## config.mk

```make
export PLATFORM = sky130hd
export DESIGN_NAME = sev_seg_decoder
export DESIGN_NICKNAME = d
export VERILOG_FILES = /design/src/rtl/sev_seg_pkg.sv /design/src/rtl/sev_seg_pattern_decode.sv /design/src/rtl/sev_seg_decoder.sv
export SDC_FILE = /design/constraint.sdc
export NUM_CORES = 1
export LEC_CHECK = 0
export CAP_MARGIN = 40
export CORE_ASPECT_RATIO = 1.1
export CORE_MARGIN = 10
export CORE_UTILIZATION = 57
export DETAILED_ROUTE_END_ITERATION = 16
export PLACE_DENSITY = 0.86
export SLEW_MARGIN = 20
export SYNTH_ARGS = -nofsm -noshare
export SYNTH_HDL_FRONTEND = slang
export SYNTH_SLANG_ARGS = --single-unit
```

## constraint.sdc

```tcl
create_clock -name BrdClk -period 9.4 [get_ports BrdClk]
set_clock_uncertainty 0.2 [all_clocks]
set_input_delay 1.88 -clock BrdClk [delete_from_list [all_inputs] [get_ports BrdClk]]
set_output_delay 1.88 -clock BrdClk [all_outputs]
set_load 0.005 [all_outputs]
```

## src/rtl/sev_seg_pkg.sv

```systemverilog
// sev_seg_pkg: shared segment table, blank pattern and decoder FSM states
package sev_seg_pkg;
  typedef enum logic [1:0] {IDLE, SETTLE, HELD} segState_t;
  localparam logic [6:0] SEG_BLANK = 7'h7F;
  localparam logic [15:0][6:0] SEG_TABLE = {
    7'h38, 7'h30, 7'h42, 7'h31, 7'h60, 7'h08, 7'h04, 7'h00,
    7'h0F, 7'h20, 7'h24, 7'h4C, 7'h06, 7'h12, 7'h4F, 7'h01
  };
endpackage

```

## src/rtl/sev_seg_pattern_decode.sv

```systemverilog
// sev_seg_pattern_decode: active-low segment pattern to hex nibble lookup
module sev_seg_pattern_decode
  import sev_seg_pkg::*;
(
  input  logic [6:0] pattern,
  output logic       hit,
  output logic       blank,
  output logic [3:0] nibble
);
  always_comb begin
    hit = 1'b0;
    nibble = 4'h0;
    for (int n = 0; n < 16; n++)
      if (SEG_TABLE[n] == pattern) begin
        hit = 1'b1;
        nibble = 4'(n);
      end
  end
  assign blank = pattern == SEG_BLANK;
endmodule

```

## src/rtl/sev_seg_decoder.sv

```systemverilog
// sev_seg_decoder: recovers hex digits and DP state from a scanned active-low seven-segment bus
module sev_seg_decoder
  import sev_seg_pkg::*;
#(
  parameter int STABLE_CYCLES = 4,
  parameter int NUM_DIGITS = 8,
  localparam int IdxW = $clog2(NUM_DIGITS)
) (
  input  logic                    BrdClk,
  input  logic                    aReset,
  input  logic [NUM_DIGITS-1:0]   bDigitSel,
  input  logic [7:0]              bSegmentInput,
  output logic [4*NUM_DIGITS-1:0] bDigits,
  output logic [NUM_DIGITS-1:0]   bDigitValid,
  output logic [NUM_DIGITS-1:0]   bDpOn,
  output logic                    bUpdate,
  output logic [IdxW-1:0]         bUpdateIdx,
  output logic                    bPatternErr
);
  localparam int CntW = $clog2(STABLE_CYCLES + 1);
  logic [NUM_DIGITS-1:0] selQ;
  logic [7:0] segQ;
  logic [CntW-1:0] cnt, cntNext;
  segState_t state, stateNext;
  logic selValid, same, capture, hit, blank;
  logic [IdxW-1:0] selIdx;
  logic [3:0] nibble;
  sev_seg_pattern_decode uDecode (
    .pattern(bSegmentInput[7:1]),
    .hit(hit),
    .blank(blank),
    .nibble(nibble)
  );
  always_comb begin
    selIdx = '0;
    for (int i = 0; i < NUM_DIGITS; i++)
      if (!bDigitSel[i]) selIdx = IdxW'(i);
  end
  // The sample being taken this edge is compared with the previous sample held in selQ/segQ
  always_comb begin
    selValid = $countones(~bDigitSel) == 1;
    same = bDigitSel == selQ && bSegmentInput == segQ;
    capture = selValid && state == SETTLE && same && cnt == CntW'(STABLE_CYCLES - 1);
    stateNext = !selValid ? IDLE : capture ? HELD : (state == HELD && same) ? HELD : SETTLE;
    cntNext = !selValid ? '0
            : capture ? CntW'(STABLE_CYCLES)
            : (state == HELD && same) ? cnt
            : (state == SETTLE && same) ? cnt + 1'b1
            : CntW'(1);
  end
  always_ff @(posedge BrdClk) begin
    if (aReset) begin
      selQ <= '1;
      segQ <= '1;
      state <= IDLE;
      cnt <= '0;
      bDigits <= '0;
      bDigitValid <= '0;
      bDpOn <= '0;
      bUpdate <= 1'b0;
      bUpdateIdx <= '0;
      bPatternErr <= 1'b0;
    end else begin
      selQ <= bDigitSel;
      segQ <= bSegmentInput;
      state <= stateNext;
      cnt <= cntNext;
      bUpdate <= capture;
      bPatternErr <= capture && !hit && !blank;
      if (capture) begin
        bUpdateIdx <= selIdx;
        bDpOn[selIdx] <= ~bSegmentInput[0];
        bDigitValid[selIdx] <= hit;
        if (hit) bDigits[selIdx*4 +: 4] <= nibble;
      end
    end
  end
endmodule
```

==> results.ini <==
[outcome]
outcome = completed

[synth]
synth-seq-cells = 74
synth.avg_cell_area_um2 = 9.51
netlist_area_um2 = 3880
synth-main-ff-cell = dfxtp_1
synth_edf_count = 0
synth_nets = 439
syn_inst = 408
yosys.area.top_type = dfxtp_1
synthTopCellsByArea = dfxtp_1 (38%), mux2i_1 (8.3%), nand2_1 (5.9%)
synth.distinct_cells = 70
ys.warnings.count = 0
synth_top_area_share_pct = 38.2
ys_seq_area_share_pct = 38.2
async_reset_ff_share_pct = 0

[placed_design]
hpwl_mm = 6.87
pre_cts_slack_ns = 2.21
place.gp.congestion = 0.820
port-buffer-count = 70

[power]
pwr-share-clk_pct = 40.0
p_leak_uw = 0.00192
power_density_nw_per_um2 = 142
p_sw_share_pct = 25.9
switchingPower_uw = 175
power.internal_uw = 500
comb_power_share_pct = 12.4
ir_drop_mv = 0.171
seqPwrFrac_pct = 47.6
p_total_uw = 675

[drt]
vias = 3203
postRouteAntennaNets = 0
routed_wl_mm = 9.49
drt-pass1-iter-count = 5
drc = 0
dr_wl_met2_mm = 4.65
drtIter0Drc = 186
viasPerCell = 5.77
met1_length_mm = 4.01
route.top_layer_used = met4
wl_per_cell_um = 17.1
wl_met3_um = 723

[critical_path]
startpoint_type = input port
critPathMaxStageDelay_ns = 0.66
worstPathMaxFanout = 12
critical_path_required_ns = 9.45
crit_type = in2reg
slowest_stage = nor4_4
cp_cell_sequence = clkdlybuf4s50_1 -> inv_1 -> fa_1 -> fa_1 -> fa_1 -> ha_1 -> inv_1 -> fa_1 -> nor2_1 -> a31oi_1 -> or3b_2 -> nor4_4 -> a21oi_1 -> a311oi_1
endpoint_kind = flip-flop
arrival_ns = 6.54
path_common_cell = fa_1

[floorplanning]
rows = 31
die_area_um2 = 10500
core-area_um2 = 6590
die_w_um = 98.7
start_util_pct = 58.8
fp.dieH_um = 107
ios = 71

[cts]
cts_root_buffer = clkbuf_8
clkSlewWorstSetupHoldPaths_ns = 0.08
cts_buffer_depth = 2
ctsResizeCount = 0
clock-sinks = 74
post_cts_buffers = 0
worstSkewPairLatency_ns = 0.35
cts_hold_buffers = 0
cts_tree = built
h-tree-depth = 3
numCtsBuffers = 9

[finish]
final_common_cell = dfxtp_1
nets = 499
synthToLayoutAreaGrowth_pct = 22.4
drive_gt1_share_pct = 12.7
nFillCells = 494
n_antenna_cell = 0
layout_common_cells = dfxtp_1 (74), clkdlybuf4s50_1 (70), nand2_1 (61)

[sta]
finalSetupViolCount = 0
finalHoldViolations = 0
drv_slew = 0
min_period_ns = 6.49
fin_setup_tns_ns = 0
slew_headroom_pct = 48.9
setup_slack_ns = 2.91
holdWs_ns = 0.266
fmaxAchievable_ghz = 0.154
rsz0062_at_grt = no
worst_pin_slew_ns = 0.765
finalCritPeriodShare_pct = 69.0

[grt]
gr-usage-all-layers_pct = 17.9
grt_max_degree = 47
antenna_found_initial = 0
grt_pass1_wl_mm = 15.7
grt_pass1_vias = 3202
overflow = 0

[hold_path]
min_path_type = reg2reg

[flow_run]
maxCapViolCount = 0

-- sequential cells by signal, summed over array words and instances, names as in the netlist --
signal       count
bDpOn            8
bPatternErr      1
bUpdateIdx       3
bDigits         32
segQ             8
bUpdate          1
cnt              3
state            2
bDigitValid      8
selQ             8
-- path summary, 6_finish.rpt --
kind	from	endpoint	slack (ns)	depth (start not counted)
setup / recovery	bDigitSel[1]	bDigitValid[1]	2.91	14
hold / removal	bDigits[30]	bDigits[30]	0.27	2
setup reg to reg	cnt[0]	bDigitValid[1]	6.67	6
hold reg to reg	bDigits[30]	bDigits[30]	0.27	2
-- critical path: cells and delay by family --
kind	cells	cell delay, ns
adders and majority gates	5	2.04
and+or+nand+nor	3	1.37
AOI/OAI and AO/OA	3	0.55
buffers and inverters	3	0.71
-- Yosys cell counts (all sizes together) (2+ instances only) --
| cell | number |
|---|---|
| nor2 | 23 |
| buf | 17 |
| a311oi | 6 |
| a31o | 4 |
| xor2 | 16 |
| inv | 21 |
| o21bai | 2 |
| nor4 | 13 |
| nand2 | 64 |
| ha | 9 |
| clkbuf | 7 |
| nor2b | 4 |
| dfxtp | 74 |
| a211oi | 8 |
| o31a | 2 |
| nand2b | 5 |
| a21oi | 13 |
| nand3 | 4 |
| or3 | 2 |
| and3 | 7 |
| and4 | 3 |
| a21o | 2 |
| o21ai | 5 |
| mux2i | 32 |
| fa | 4 |
| o211ai | 3 |
| or3b | 2 |
| nor3 | 15 |
| nor4b | 4 |
| or2 | 6 |
| nand4 | 8 |
| a31oi | 7 |
-- per-layer routing --
layer / global-route usage, % / up-vias
li1: - / 1560
met1: 21.4 / 1522
met2: 29.7 / 111
met3: 5.76 / 10
met4: 6.05 / 0
met5: 0 / -
-- power by group through the flow --
stage,logic (µW),registers [µW],clock network [µW]
floorplan,62.2,329,0
global placement,78.4,329,0
detailed placement,81.6,329,0
CTS,83.0,322,273
global route,93.2,322,288
finish,83.5,322,270
-- cells by family (layout without fill, tap and decap cells) --
kind of cell,after synthesis,after routing,share of synthesized area (%)
buf+inv,45,110,6.61
compound gates,59,59,10.8
fa+ha+maj,13,13,4.97
xor+xnor,17,17,4.03
flops,74,74,38.2
simple gates,168,168,27.2
mux,32,32,8.26
-- per-stage QoR --
step	utilization (%)	cell area, µm²	instances
finish	72.0	4750	555
global route	72.0	4750	555
floorplan	-	3880	408
global placement	68.4	4510	537
detailed placement	68.6	4520	538
CTS	71.9	4740	554
-- cell type report --
cell class | count | area (µm²) | share of cell area, %
Clock buffer | 10 | 128 | 2.69
Clock inverter | 6 | 90.1 | 1.90
Inverter | 21 | 78.8 | 1.66
Multi-Input combinational cell | 289 | 2140 | 45.1
Sequential cell | 74 | 1480 | 31.2
Tap cell | 82 | 103 | 2.16
Timing Repair Buffer | 73 | 727 | 15.3
No activity file was read; power rests on OpenSTA's default activity.
